`src/rtl/mx2_arb_pkg.sv`:
```
// Shared types for the two-source mx2 bus arbiter: FSM state encoding and counter sizing.
package mx2_arb_pkg;

    typedef enum logic [1:0] {
        IDLE = 2'd0,
        G0   = 2'd1,
        G1   = 2'd2
    } state_t;

    // Beat counter must hold MAXLEN-1 with headroom, so one bit beyond clog2.
    function automatic int cnt_w(input int maxlen);
        return $clog2(maxlen) + 1;
    endfunction

endpackage

```
`src/rtl/mx2_arb_if.sv`:
```
// Stream bundle between the two producers, the arbiter and the single consumer port.
interface mx2_arb_if #(
    parameter int W = 8
);
    logic [W-1:0] i0;
    logic         vld0;
    logic         lst0;
    logic         rdy0;
    logic [W-1:0] i1;
    logic         vld1;
    logic         lst1;
    logic         rdy1;
    logic [W-1:0] q;
    logic         q_vld;
    logic         q_rdy;
    logic         cmd;
    logic [1:0]   gnt;

    modport slave (
        input  i0, vld0, lst0, i1, vld1, lst1, q_rdy,
        output rdy0, rdy1, q, q_vld, cmd, gnt
    );

    modport master (
        output i0, vld0, lst0, i1, vld1, lst1, q_rdy,
        input  rdy0, rdy1, q, q_vld, cmd, gnt
    );
endinterface

```
`src/rtl/mx2_bus.sv`:
```
// mx2_bus: W-bit shared data mux built from mx2_x2 cells on a common select.
// Latency: combinational, one mx2 delay from i_cmd or data.
// Backpressure: none, datapath only; flow control lives in the arbiter.
module mx2_bus #(
    parameter int W = 8
) (
    input  logic [W-1:0] i_i0,
    input  logic [W-1:0] i_i1,
    input  logic         i_cmd,
    output logic [W-1:0] o_q
);
    for (genvar g = 0; g < W; g++) begin : g_bit
        mx2_x2 u_mx (
            .i0  (i_i0[g]),
            .i1  (i_i1[g]),
            .cmd (i_cmd),
            .q   (o_q[g])
        );
    end
endmodule

```
`src/rtl/mx2_x2.sv`:
```
// mx2_x2: behavioural model of the 2:1 mux standard cell, q = cmd ? i1 : i0.
// Latency: purely combinational, one cell delay.
// Backpressure: none, stateless.
module mx2_x2 (
    input  logic i0,
    input  logic i1,
    input  logic cmd,
    output logic q
);
    assign q = cmd ? i1 : i0;
endmodule

```
`src/rtl/mx2_arb.sv`:
```
// mx2_arb: round-robin packet arbiter driving the registered select of a shared mx2 bus.
// Latency: grant one edge after request; back-to-back switch on the last beat with no bubble.
// Backpressure: owner's ready mirrors q_rdy; the non-owner is held off until release.
module mx2_arb
    import mx2_arb_pkg::*;
#(
    parameter int W      = 8,
    parameter int MAXLEN = 16
) (
    input logic       ck,
    input logic       rst,
    mx2_arb_if.slave  bus
);
    localparam int            CW  = cnt_w(MAXLEN);
    localparam logic [CW-1:0] LIM = CW'(MAXLEN - 1);

    state_t        r_state;
    logic          r_cmd;
    logic          r_ptr;
    logic [1:0]    r_gnt;
    logic [CW-1:0] r_cnt;

    logic w_g0;
    logic w_g1;
    logic w_idle;
    logic w_qvld;
    logic w_xfer;
    logic w_rel;
    logic w_oth_vld;
    logic w_enter;
    logic w_pick;

    assign w_g0   = (r_state == G0);
    assign w_g1   = (r_state == G1);
    assign w_idle = (r_state == IDLE);

    assign w_qvld    = (w_g0 & bus.vld0) | (w_g1 & bus.vld1);
    assign w_xfer    = w_qvld & bus.q_rdy;
    // Release on packet end or when the grant has used its beat budget.
    assign w_rel     = w_xfer & ((w_g1 ? bus.lst1 : bus.lst0) | (r_cnt == LIM));
    assign w_oth_vld = w_g1 ? bus.vld0 : bus.vld1;

    // A new grant starts from IDLE on any request, or directly on release if the peer waits.
    assign w_enter = w_idle ? (bus.vld0 | bus.vld1) : (w_rel & w_oth_vld);
    assign w_pick  = w_idle ? ((bus.vld0 & bus.vld1) ? r_ptr : bus.vld1) : w_g0;

    assign bus.q_vld = w_qvld;
    assign bus.rdy0  = w_g0 & bus.q_rdy;
    assign bus.rdy1  = w_g1 & bus.q_rdy;
    assign bus.cmd   = r_cmd;
    assign bus.gnt   = r_gnt;

    always_ff @(posedge ck or posedge rst) begin
        if (rst) begin
            r_state <= IDLE;
            r_cmd   <= 1'b0;
            r_ptr   <= 1'b0;
            r_gnt   <= 2'b00;
            r_cnt   <= '0;
        end else if (w_enter) begin
            r_state <= w_pick ? G1 : G0;
            r_cmd   <= w_pick;
            r_gnt   <= {w_pick, ~w_pick};
            r_ptr   <= ~w_pick;
            r_cnt   <= '0;
        end else if (w_xfer) begin
            if (w_rel) begin
                r_state <= IDLE;
                r_gnt   <= 2'b00;
                r_cnt   <= '0;
            end else begin
                r_cnt <= r_cnt + CW'(1);
            end
        end
    end

    mx2_bus #(.W(W)) u_bus (
        .i_i0  (bus.i0),
        .i_i1  (bus.i1),
        .i_cmd (r_cmd),
        .o_q   (bus.q)
    );
endmodule

```
`src/flat_wrapper.sv`:
```
// flat-port wrapper written by rule: the top's interface ports become plain ports
module mx2_arb_flat import mx2_arb_pkg::*;
#(
    parameter int W      = 8,
    parameter int MAXLEN = 16
)
  (ck, rst, bus_i0, bus_vld0, bus_lst0, bus_i1, bus_vld1, bus_lst1, bus_q_rdy, bus_rdy0, bus_rdy1, bus_q, bus_q_vld, bus_cmd, bus_gnt);
  mx2_arb_if #(.W(W)) bus_i ();
  input logic ck;
  input logic rst;
  input wire logic [$bits(bus_i.i0)-1:0] bus_i0;
  input wire logic [$bits(bus_i.vld0)-1:0] bus_vld0;
  input wire logic [$bits(bus_i.lst0)-1:0] bus_lst0;
  input wire logic [$bits(bus_i.i1)-1:0] bus_i1;
  input wire logic [$bits(bus_i.vld1)-1:0] bus_vld1;
  input wire logic [$bits(bus_i.lst1)-1:0] bus_lst1;
  input wire logic [$bits(bus_i.q_rdy)-1:0] bus_q_rdy;
  output wire logic [$bits(bus_i.rdy0)-1:0] bus_rdy0;
  output wire logic [$bits(bus_i.rdy1)-1:0] bus_rdy1;
  output wire logic [$bits(bus_i.q)-1:0] bus_q;
  output wire logic [$bits(bus_i.q_vld)-1:0] bus_q_vld;
  output wire logic [$bits(bus_i.cmd)-1:0] bus_cmd;
  output wire logic [$bits(bus_i.gnt)-1:0] bus_gnt;
  assign bus_i.i0 = bus_i0;
  assign bus_i.vld0 = bus_vld0;
  assign bus_i.lst0 = bus_lst0;
  assign bus_i.i1 = bus_i1;
  assign bus_i.vld1 = bus_vld1;
  assign bus_i.lst1 = bus_lst1;
  assign bus_i.q_rdy = bus_q_rdy;
  assign bus_rdy0 = bus_i.rdy0;
  assign bus_rdy1 = bus_i.rdy1;
  assign bus_q = bus_i.q;
  assign bus_q_vld = bus_i.q_vld;
  assign bus_cmd = bus_i.cmd;
  assign bus_gnt = bus_i.gnt;
  mx2_arb #(.W(W), .MAXLEN(MAXLEN)) u_core (.ck(ck), .rst(rst), .bus(bus_i));
endmodule
```
`config.mk`:
```
export PLATFORM = sky130hd
export DESIGN_NAME = mx2_arb_flat
export DESIGN_NICKNAME = d
export VERILOG_FILES = /design/src/rtl/mx2_arb_pkg.sv /design/src/rtl/mx2_arb_if.sv /design/src/rtl/mx2_bus.sv /design/src/rtl/mx2_x2.sv /design/src/rtl/mx2_arb.sv /design/src/flat_wrapper.sv
export SDC_FILE = /design/constraint.sdc
export NUM_CORES = 1
export LEC_CHECK = 0
export ABC_AREA = 1
export CAP_MARGIN = 30
export CORE_MARGIN = 2
export CORE_UTILIZATION = 47
export DETAILED_ROUTE_END_ITERATION = 7
export DONT_BUFFER_PORTS = 1
export PLACE_DENSITY_LB_ADDON = 0.15
export SLEW_MARGIN = 40
export SYNTH_ARGS = -nofsm -noshare
export SYNTH_HDL_FRONTEND = slang
export SYNTH_HIERARCHICAL = 1
export SYNTH_SLANG_ARGS = --single-unit
```
`constraint.sdc`:
```
create_clock -name ck -period 2.6 [get_ports ck]
set_clock_uncertainty 0.2 [all_clocks]
set_input_delay 0.39 -clock ck [delete_from_list [all_inputs] [get_ports ck]]
set_output_delay 0.39 -clock ck [all_outputs]
set_load 0.02 [all_outputs]
```
==> Word level (Yosys, flattened, before mapping) <==
Index checks and enable logic that the tools add are counted.
{ "classes": {"reduce_logical": 4, "addsub": 1, "eq_ne": 3, "muxes": 21, "bitwise_logic": 12} }
{ "op_table": {"columns": ["cell", "n"], "rows": [
  ["2-to-1 mux 5 bit", 3],
  ["2-to-1 mux 1 bit", 13],
  ["2-to-1 mux 2 bit", 5],
  ["bitwise AND 1 bit", 8],
  ["adder 5 x 1 -> 5 bit (second input constant)", 1],
  ["== test 5 x 4 -> 1 bit (second input constant)", 1],
  ["nonzero test 2 bit", 2],
  ["bitwise OR 1 bit", 3],
  ["== test 2 x 1 -> 1 bit (second input constant)", 1],
  ["== test 2 bit (second input constant)", 1],
  ["zero test 2 bit", 1],
  ["AND reduction 2 bit", 1],
  ["NOT 1 bit", 1]
]} }
{ "word_totals": {"wordCells": 46, "register_bits": 11, "in_bits": 23} }

==> Depth between registers and ports, before layout <==
Gate-level depths: netlist of run 1.
{ "depth": {"word_depth": 9, "ltp_mapped": 10, "mapped_depth_nobuf": 10} }

==> Modules after synthesis <==
Netlist of run 1, hierarchy kept.
{ "by_module_without_submodules": {"columns": ["mod", "cells_per_inst", "instances", "area_each_um2", "seq_area_each_um2"], "rows": [
  ["mx2_arb", 75, 1, 598.1, 225.2],
  ["mx2_x2", 4, 8, 15.0, 0.0]
]} }

==> Worst setup path before layout of run 1 <==
OpenSTA, ideal clock, no wires.
{ "synth_path": {"path_type": "flip-flop to flip-flop", "start": "register u_core.r_cnt[0]", "end": "register u_core.r_state[0]", "path_buffers": 0, "slack_ps": 840, "period_less_slack_ps": 1760, "setup_time_ps": 127, "arrival_ps": 1432, "t_required_ps": 2273, "path_stages_with_launch": 10, "cell_sequence": "dfrtp_1 ha_1 and3_1 ha_1 inv_1 nand3_2 nand3_2 nand2_2 nand3_1 o21ai_0"} }
{ "synth_between": {"elab_chain_cells": 7, "elab_cells_between_ends": 9} }
{ "synth_lines": {"columns": ["item", "line", "rtl"], "rows": [
  ["start: declaration", "mx2_arb.sv:21", "logic [CW-1:0] r_cnt;"],
  ["start signal: assignment", "mx2_arb.sv:72", "r_cnt <= r_cnt + CW'(1);"],
  ["== test 5 x 4 -> 1 bit (*)", "mx2_arb.sv:40", "assign w_rel = w_xfer & ((w_g1 ? bus.lst1 : bus.lst0) | (r_cnt == LIM));"],
  ["bitwise OR 1 bit (*)", "mx2_arb.sv:40", null],
  ["bitwise AND 1 bit (*)", "mx2_arb.sv:40", null],
  ["bitwise AND 1 bit", "mx2_arb.sv:44", "assign w_enter = w_idle ? (bus.vld0 | bus.vld1) : (w_rel & w_oth_vld);"],
  ["2-to-1 mux 1 bit", "mx2_arb.sv:44", null],
  ["nonzero test 2 bit (no line)", null, null],
  ["AND reduction 2 bit (no line)", null, null],
  ["end signal: assignment", "mx2_arb.sv:61", "r_state <= w_pick ? G1 : G0;"],
  ["end: declaration", "mx2_arb.sv:17", "state_t r_state;"]
]} }
Every way passes the cells marked *; elsewhere a longest branch is shown, timed or not.
A chain may end at the register's enable or synchronous reset.

==> Final worst setup path of run 1 <==
{ "layout_path": {"start": "register u_core.r_state[0]", "end": "output port bus_rdy0"} }
{ "layout_between": {"elab_chain_cells": 2} }
{ "layout_lines": {"columns": ["item", "line", "rtl"], "rows": [
  ["== test 2 x 1 -> 1 bit", "mx2_arb.sv:33", "assign w_g0 = (r_state == G0);"],
  ["bitwise AND 1 bit", "mx2_arb.sv:48", "assign bus.rdy0 = w_g0 & bus.q_rdy;"],
  ["end: declaration", "flat_wrapper.sv:18", "output wire logic [$bits(bus_i.rdy0)-1:0] bus_rdy0;"]
]} }
Every way passes these cells.

==> results of run 1 <==
registers in the layout (all words and copies together), names as in the netlist:
| name | cells |
|---|---|
| u_core/r_ptr | 1 |
| u_core/r_state | 2 |
| u_core/bus.cmd | 1 |
| u_core/r_cnt | 5 |
layout make-up:
cell class	count	area (um^2)	share of cell area, %
clock buffers	4	26.3	3.39
well taps	16	20.0	2.58
inverters	20	75.1	9.69
multi-input cells	78	418	54.0
flip-flops and latches	9	225	29.1
repair buffers	1	10.0	1.29
cell usage in the layout, fill, tap and decap left out, types with 2 or more instances in the layout:
cell | netlist | routed
nand2_1 | 41 | 41
inv_1 | 18 | 18
dfrtp_1 | 9 | 9
nand4_1 | 8 | 8
nand3_2 | 6 | 6
nand3_1 | 5 | 5
nor2_1 | 5 | 5
o21ai_0 | 4 | 4
clkbuf_4 | 0 | 3
inv_2 | 2 | 2
ha_1 | 2 | 2
worst max-delay path, cell delays in order (launching register included):
cell and delay (ns):
dfrtp_1 0.52, inv_2 0.13, nor2_1 0.10, inv_1 0.06, nor2_1 0.30
routing by layer:
layer  global-route usage, %  wire length [um]  share of wire (%)
met5                       0                 0                  0
met4                    10.9                34                2.3
met3                    6.38                73                5.0
met2                    26.6               667                 46
met1                    21.0               676                 47
power groups by stage:
stage	registers [mW]	logic, mW	clock network [mW]
after floorplan	0.143	0.0211	0
after global placement	0.143	0.0231	0
after detailed placement	0.143	0.0233	0
after CTS	0.140	0.0245	0.111
after global routing	0.140	0.0272	0.117
final	0.140	0.0243	0.106
logic make-up after synthesis:
kind of cell	after synthesis	share of synthesized area, %
compound gates	6	6.79
xor+xnor	2	2.44
fa+ha+maj	2	3.48
buf+inv	20	10.5
flops	9	31.4
simple gates	68	45.5
final timing paths:
check                                                   start                             to  slack [ns]  depth (start not counted)
worst min register to register       u_core/r_ptr$_DFFE_PP0N_       u_core/r_ptr$_DFFE_PP0N_        0.30                          2
worst max register to register    u_core/r_cnt[0]$_DFFE_PP0P_  u_core/r_state[1]$_DFFE_PP0P_        0.72                          9
worst max-delay path            u_core/r_state[0]$_DFFE_PP0P_                       bus_rdy0        0.64                          4
min in group asynchronous                                 rst     u_core/bus.cmd$_DFFE_PP0N_        0.33                          2
worst min-delay path                                bus_q_rdy    u_core/r_cnt[4]$_DFFE_PP0P_        0.21                          3
max in group asynchronous                                 rst    u_core/r_cnt[0]$_DFFE_PP0P_        1.61                          2
what timing repair did:
item,CTS,global route
gates resized for setup,0,0
hold endpoints to repair,9,0
hold buffers,1,0
==> reports/metrics.yaml, run 1 <==
timing:
  setup_tns_ns: 0
  rsz0062_at_grt: "no"
  holdWs_ns: 0.207
  finalMaxSlewViolations: 0
  max_freq_mhz: 509
  setup_viol_count_final: 0
  slew_headroom_pct: 59.1
  worstMarginPinSlew_ns: 0.614
  setup_ws_ns: 0.636
  hold_violations: 0
  period_share_pct: 75.6
  post-route-min-period_ns: 1.96
clocking:
  clock_path_buffers: 2
  numCtsBuffers: 3
  cts.sinks: 9
  post_cts_buffers: 0
  clkLatencyLatePin_ns: 0.26
  clockRootBuffer: "clkbuf_4"
  clk_pin_slew_worst_paths_ns: 0.06
  cts_tree: "built"
  htreeDepth: 1
power:
  p_switching_mw: 0.0654
  clock_power_share_pct: 39.2
  p_comb_share_pct: 9.0
  powerDensity_mw_per_mm2: 349
  switching_share_pct: 24.2
  p_leak_nw: 0.416
  ir_drop_v: 0.000190
  intPower_mw: 0.205
  power_mw: 0.270
  seq_power_share_pct: 51.8
routing:
  drt-pass1-iter-count: 4
  vias_per_cell: 5.14
  vias: 658
  routed_wl_um: 1450
  drc_errors: 0
  wire_per_inst_um: 11.3
  drtIter0Drc: 13
  drtAntennaViolNets: 0
logic_synthesis:
  ys.flop_type: "dfrtp_1"
  syn_inst: 107
  syn_nets: 132
  avgSynthCellArea_um2: 6.71
  async_flop_share_pct: 100
  synth_common_cells: "nand2_1 (41), inv_1 (18), dfrtp_1 (9)"
  synth.area.top_cells: "dfrtp_1 (31%), nand2_1 (21%), inv_1 (9.4%)"
  ys_ff_latch: 9
  synth_top_area_share_pct: 31.4
  yosysUniqueCellTypes: 17
  netlist_area_um2: 718
  synth_top_area_cell: "dfrtp_1"
  synth-edff-count: 0
  yosysWarnings: 6
  synth_most_common_cell: "nand2_1"
  synth.yosys.seq_area_share_pct: 31.4
finish:
  n_antenna_cell: 0
  stdcell_area_um2: 774
  num-fill-cells: 150
  drive_gt1_share_pct: 13.4
  stdcell_count: 128
  finish.utilization_pct: 52.6
  nNetsFinal: 138
  syn2layout_area_growth_pct: 7.84
grt:
  grt_overflow: 0
  track_usage_pct: 17.6
  grt_pass1_wl_um: 2350
  grt_pass1_vias: 557
  grt_max_degree: 19
  antenna_found_initial: 0
flow_run:
  max-cap-violations: 0
worst_setup_path:
  startpoint_type: "flip-flop"
  path_class: "reg2out"
  cp-end-kind: "output port"
  cp_max_fo: 6
  required_ns: 2.01
  cp.arrival_ns: 1.37
placed_design:
  placed_cells: 123
  place_congestion: 0.808
  dpl-instance-area_um2: 738
  port_buffers: 0
  dpl.hpwl_um: 1140
  place_ws_ns: 0.712
hold_path:
  hp-class: "in2reg"
floorplan:
  start_util_pct: 48.8
  fp.dieW_um: 43.1
  fp.dieArea_mm2: 0.00186
  boundaryPins: 37
  num_rows: 14
  core_area_mm2: 0.00147
  die_h_um: 43.1
run_status:
  outcome: "completed"
Note: power is estimated with default switching activity, not from simulation.
==> run 2: changes to the inputs <==
--- a/config.mk
+++ b/config.mk
@@ -5,7 +5,7 @@
 export SDC_FILE = /design/constraint.sdc
 export NUM_CORES = 1
 export LEC_CHECK = 0
-export ABC_AREA = 1
+export ABC_AREA = 0
 export CAP_MARGIN = 30
 export CORE_MARGIN = 2
 export CORE_UTILIZATION = 47
==> constraint.sdc (replaced) <==
create_clock -name ck -period 2.1 [get_ports ck]
set_clock_uncertainty 0.2 [all_clocks]
set_input_delay 0.315 -clock ck [delete_from_list [all_inputs] [get_ports ck]]
set_output_delay 0.315 -clock ck [all_outputs]
set_load 0.02 [all_outputs]
==> reports/metrics.yaml, run 2 <==
run_status:
  outcome: "completed"
grt:
  grt_pass1_vias: 575
  antenna_found_initial: 0
  grt_overflow: 0
  track_usage_pct: 17.8
  grt_pass1_wl_um: 2550
  grt_max_degree: 11
logic_synthesis:
  netlist_area_um2: 778
  async_flop_share_pct: 100
  ys.flop_type: "dfrtp_1"
  synth_common_cells: "dfrtp_1 (9), mux2_4 (9), inv_1 (6)"
  synth_top_area_share_pct: 28.9
  avgSynthCellArea_um2: 9.98
  yosysWarnings: 6
  synth.area.top_cells: "dfrtp_1 (29%), mux2_4 (17%), ha_1 (3.2%)"
  yosysUniqueCellTypes: 34
  synth-edff-count: 0
  synth.yosys.seq_area_share_pct: 28.9
  ys_ff_latch: 9
  synth_top_area_cell: "dfrtp_1"
  syn_nets: 103
  syn_inst: 78
worst_setup_path:
  path_buf_inv: 0
  path_class: "reg2reg"
  cp-end-kind: "flip-flop"
  max_stage_delay_ns: 0.40
  cp_slowest_cell: "dfrtp_1"
  r2r_cells: 8
  cp.arrival_ns: 1.95
  cp_max_fo: 4
  required_ns: 2.09
  crit_chain: "ha_1 > nand2_1 > nor2_1 > ha_1 > nor2_1 > mux2i_1 > or3_1 > a21oi_2"
  r2r_slack_ns: 0.14
  cp_top_family: "simple AND/OR/NAND/NOR gates"
  crit_cells: 8
  startpoint_type: "flip-flop"
timing:
  setup_ws_ns: 0.137
  slew_headroom_pct: 66.1
  worstMarginPinSlew_ns: 0.508
  setup_viol_count_final: 0
  post-route-min-period_ns: 1.96
  max_freq_mhz: 509
  period_share_pct: 93.5
  rsz0062_at_grt: "no"
  setup_tns_ns: 0
  finalMaxSlewViolations: 0
  hold_violations: 0
finish:
  syn2layout_area_growth_pct: 9.65
  n_antenna_cell: 0
  nNetsFinal: 111
  mostFrequentLayoutCells: "mux2_4 (9), dfrtp_1 (9), inv_1 (6)"
  num-fill-cells: 134
  largest_reg_flops: 5
  top_regs: "u_core/r_cnt x5, u_core/r_state x2"
  drive_gt1_share_pct: 28.2
  regMostFlops: "u_core/r_cnt"
floorplan:
  boundaryPins: 37
  core_area_mm2: 0.00152
  die_h_um: 44.7
  fp.dieW_um: 44.7
  num_rows: 14
  fp.dieArea_mm2: 0.00200
  start_util_pct: 51.1
routing:
  drtAntennaViolNets: 0
  routed_wl_um: 1630
  drtIter0Drc: 16
  vias_per_cell: 6.34
  wire_per_inst_um: 16.1
  vias: 640
  drc_errors: 0
  drt-pass1-iter-count: 4
clocking:
  clock_path_buffers: 2
  cts.sinks: 9
  numCtsBuffers: 3
  clk_pin_slew_worst_paths_ns: 0.06
  htreeDepth: 1
  clkLatencyLatePin_ns: 0.26
  clockRootBuffer: "clkbuf_4"
  cts_tree: "built"
power:
  p_comb_share_pct: 59.7
  ir_drop_v: 0.000551
  seq_power_share_pct: 29.1
  clock_power_share_pct: 11.2
  p_switching_mw: 0.522
  switching_share_pct: 45.0
  powerDensity_mw_per_mm2: 1360
  intPower_mw: 0.638
  p_leak_nw: 0.380
hold_path:
  hp-class: "in2reg"
  holdPathStages: 2
flow_run:
  max-cap-violations: 0
placed_design:
  port_buffers: 0
  place_ws_ns: 0.126
  dpl.hpwl_um: 1320
  place_congestion: 0.857
[run 2: layout make-up]
cell class | instances | area [um^2] | area share [%]
Tap cell | 16 | 20.0 | 2.35
Clock buffer | 4 | 26.3 | 3.08
Timing Repair Buffer | 5 | 40.0 | 4.69
Sequential cell | 9 | 225 | 26.4
Multi-Input combinational cell | 61 | 519 | 60.9
Inverter | 6 | 22.5 | 2.64
[run 2: power groups by stage]
stage               Sequential (mW)  Combinational (mW)  Clock [mW]
finish                        0.338               0.692       0.130
global route                  0.349               0.749       0.145
detailed placement            0.340               0.679           0
floorplan                     0.354               0.547           0
CTS                           0.337               0.682       0.138
global placement              0.336               0.674           0
[run 2: worst reg2reg max path, cell delays in order, from the launching register on]
cell     delay (ns)
dfrtp_1        0.40
ha_1           0.22
nand2_1        0.09
nor2_1         0.04
ha_1           0.19
nor2_1         0.13
mux2i_1        0.13
or3_1          0.37
a21oi_2        0.12
[run 2: metrics by stage]
step           power, mW  util [%]  std cells  hold WS, ns  cell area (um^2)
2_1_floorplan      0.901         -         78      -0.0571               778
3_3_place_gp        1.01      52.9         96     -0.00951               806
3_5_place_dp        1.02      52.9         96      -0.0107               806
4_1_cts             1.16      55.3        101       0.0781               842
5_1_grt             1.24      56.0        101        0.125               853
6_report            1.16      56.0        101       0.0935               853
[run 2: what timing repair did]
item | CTS | global route
gates resized for setup | 0 | 2
setup endpoints to repair | 0 | 2
hold buffers | 1 | 0
buffers inserted | 0 | 0
endpoints found under the hold margin | 9 | 0
[run 2: kinds of logic after synthesis]
kind of cell,count (synthesis),share of synthesized area (%)
AO/OA/AOI/OAI,24,24.0
adder cells (fa/ha/maj),2,3.21
buffers and inverters,8,5.79
flip-flops,9,28.9
multiplexers,11,19.9
AND/OR/NAND/NOR,24,18.2
[run 2: layer usage]
layer	track usage (%)	share of wire [%]
met1	21.4	41
met2	29.9	50
met3	7.60	8.2
met4	3.64	0.37
met5	0	0
[run 2: final timing paths]
path,startpoint,to
worst max register to register,u_core/r_cnt[0]$_DFFE_PP0P_,u_core/r_cnt[0]$_DFFE_PP0P_
worst min register to register,u_core/r_cnt[4]$_DFFE_PP0P_,u_core/r_cnt[4]$_DFFE_PP0P_
min in group asynchronous,rst,u_core/r_ptr$_DFFE_PP0N_
worst max-delay path,u_core/r_cnt[0]$_DFFE_PP0P_,u_core/r_cnt[0]$_DFFE_PP0P_
max in group asynchronous,rst,u_core/r_cnt[0]$_DFFE_PP0P_
worst min-delay path,bus_vld0,u_core/r_ptr$_DFFE_PP0N_
==> run 3: changes to the inputs <==
==> constraint.sdc (replaced) <==
create_clock -name ck -period 2.1 [get_ports ck]
set_clock_uncertainty 0.2 [all_clocks]
set_input_delay 0 -clock ck [delete_from_list [all_inputs] [get_ports ck]]
set_output_delay 0 -clock ck [all_outputs]
set_load 0.02 [all_outputs]
==> reports/metrics.yaml, run 3 (synthesis results as in run 2) <==
clocking:
  clkLatencyLatePin_ns: 0.26
  clk_pin_slew_worst_paths_ns: 0.06
  numCtsBuffers: 3
  htreeDepth: 1
  cts_tree: "built"
  cts.sinks: 9
  clockRootBuffer: "clkbuf_4"
  clock_path_buffers: 2
finish:
  largest_reg_flops: 5
  nNetsFinal: 134
  drive_gt1_share_pct: 23.1
  mostFrequentLayoutCells: "dlygate4sd3_1 (23), mux2_4 (9), dfrtp_1 (9)"
  syn2layout_area_growth_pct: 38.4
  final_common_cell: "dlygate4sd3_1"
  n_antenna_cell: 0
  regMostFlops: "u_core/r_cnt"
  stdcell_count: 124
  top_regs: "u_core/r_cnt x5, u_core/r_state x2"
grt:
  met1_usage_pct: 25.9
  grt_max_degree: 11
  met3_usage_pct: 8.40
  antenna_found_initial: 0
  top_usage_layer: "met2"
  met2_usage_pct: 40.0
  track_usage_pct: 22.5
  grt_pass1_vias: 729
  grt_pass1_wl_um: 3220
  grt_overflow: 0
floorplan:
  num_rows: 14
  start_util_pct: 51.1
  fp.dieW_um: 44.7
  die_h_um: 44.7
  core_area_mm2: 0.00152
  boundaryPins: 37
  fp.dieArea_mm2: 0.00200
routing:
  routed_wl_um: 2080
  drtIter0Drc: 19
  vias_per_cell: 5.85
  wire_per_inst_um: 16.8
  drtAntennaViolNets: 0
  drt-pass1-iter-count: 5
  drc_errors: 0
  vias: 725
timing:
  hold_violations: 0
  max_freq_mhz: 505
  post-route-min-period_ns: 1.98
  slew_headroom_pct: 55.5
  period_share_pct: 94.3
  rsz0062_at_grt: "no"
  setup_tns_ns: 0
  finalMaxSlewViolations: 0
  worstMarginPinSlew_ns: 0.667
  setup_viol_count_final: 0
power:
  p_switching_mw: 0.551
  switching_share_pct: 44.7
  p_comb_share_pct: 60.9
  seq_power_share_pct: 28.3
  powerDensity_mw_per_mm2: 1140
  clock_power_share_pct: 10.7
  ir_drop_v: 0.000607
  intPower_mw: 0.680
  p_leak_nw: 0.474
run_status:
  outcome: "completed"
hold_path:
  hp-class: "in2out"
  worstHoldStart: "bus_vld0"
  hold_path_end: "bus_q_vld"
  holdPathStages: 1
worst_setup_path:
  crit_chain: "ha_1 > nand2_1 > nor2_1 > ha_1 > nor2_1 > mux2i_1 > or3_1 > a21oi_2"
  rr_startpoint: "u_core/r_cnt[0]$_DFFE_PP0P_"
  cp.arrival_ns: 1.97
  startpoint_type: "flip-flop"
  cp-end-kind: "flip-flop"
  path_class: "reg2reg"
  worstReg2RegEnd: "u_core/r_cnt[0]$_DFFE_PP0P_"
  r2r_cells: 8
  max_stage_delay_ns: 0.40
  cp_slowest_cell: "dfrtp_1"
  cp_max_fo: 4
  required_ns: 2.09
  r2r_slack_ns: 0.12
placed_design:
  placed_cells: 96
  place_congestion: 0.794
  port_buffers: 0
  dpl.hpwl_um: 1230
flow_run:
  max-cap-violations: 0
[run 3: worst max-delay path, delay by kind of cell (launching register included)]
kind                     cells  cell delay, ns
AO/OA/AOI/OAI                1            0.13
adder cells (fa/ha/maj)      2            0.42
flip-flops                   1            0.40
multiplexers                 1            0.13
AND/OR/NAND/NOR              4            0.64
[run 3: worst max-delay path by stage]
stage               slack [ns]                     startpoint                          end  cells after the start
floorplan                 0.26    u_core/r_cnt[0]$_DFFE_PP0P_  u_core/r_cnt[0]$_DFFE_PP0P_                      8
global placement          0.17    u_core/r_cnt[0]$_DFFE_PP0P_  u_core/r_cnt[0]$_DFFE_PP0P_                      8
detailed placement        0.14    u_core/r_cnt[0]$_DFFE_PP0P_  u_core/r_cnt[3]$_DFFE_PP0P_                      8
CTS                       0.09  u_core/r_state[0]$_DFFE_PP0P_  u_core/r_cnt[0]$_DFFE_PP0P_                      5
global route             0.006    u_core/r_cnt[0]$_DFFE_PP0P_  u_core/r_cnt[0]$_DFFE_PP0P_                      8
finish                    0.12    u_core/r_cnt[0]$_DFFE_PP0P_  u_core/r_cnt[0]$_DFFE_PP0P_                      8
[run 3: power by group through the flow]
stage,Clock (mW),Sequential [mW],Combinational (mW)
3_3_place_gp,0,0.345,0.667
4_1_cts,0.135,0.347,0.723
5_1_grt,0.148,0.361,0.808
6_report,0.132,0.349,0.750
3_5_place_dp,0,0.350,0.666
2_1_floorplan,0,0.354,0.547
[run 3: metrics by stage]
stage               worst slack [ns]  power [mW]  area, um^2  hold WS [ns]  util, %
floorplan                      0.259       0.901         778        -0.372        -
global placement               0.166        1.01         806        -0.328     52.9
detailed placement             0.136        1.02         806        -0.327     52.9
CTS                           0.0913        1.20        1060        0.0132     69.7
global route                 0.00584        1.32        1080        0.0353     70.7
finish                         0.119        1.23        1080        0.0292     70.7
[run 3: final cells by class]
type | instances | area, um^2
repair buffers | 28 | 268
fillers | 107 | 447
multi-input cells | 61 | 515
inverters | 6 | 22.5
flip-flops and latches | 9 | 225
clock buffers | 4 | 26.3
well taps | 16 | 20.0
[run 3: layer usage]
layer	routed length (um)	part of all wire (%)
met4	9	0.43
met1	849	41
met2	1080	52
met5	0	0
met3	140	6.7
[run 3: timing repair]
action,in CTS,in global routing
endpoints found under the hold margin,28,0
setup buffers,0,1
resized for setup,0,2
endpoints found under the setup margin,0,3
hold buffers,23,0
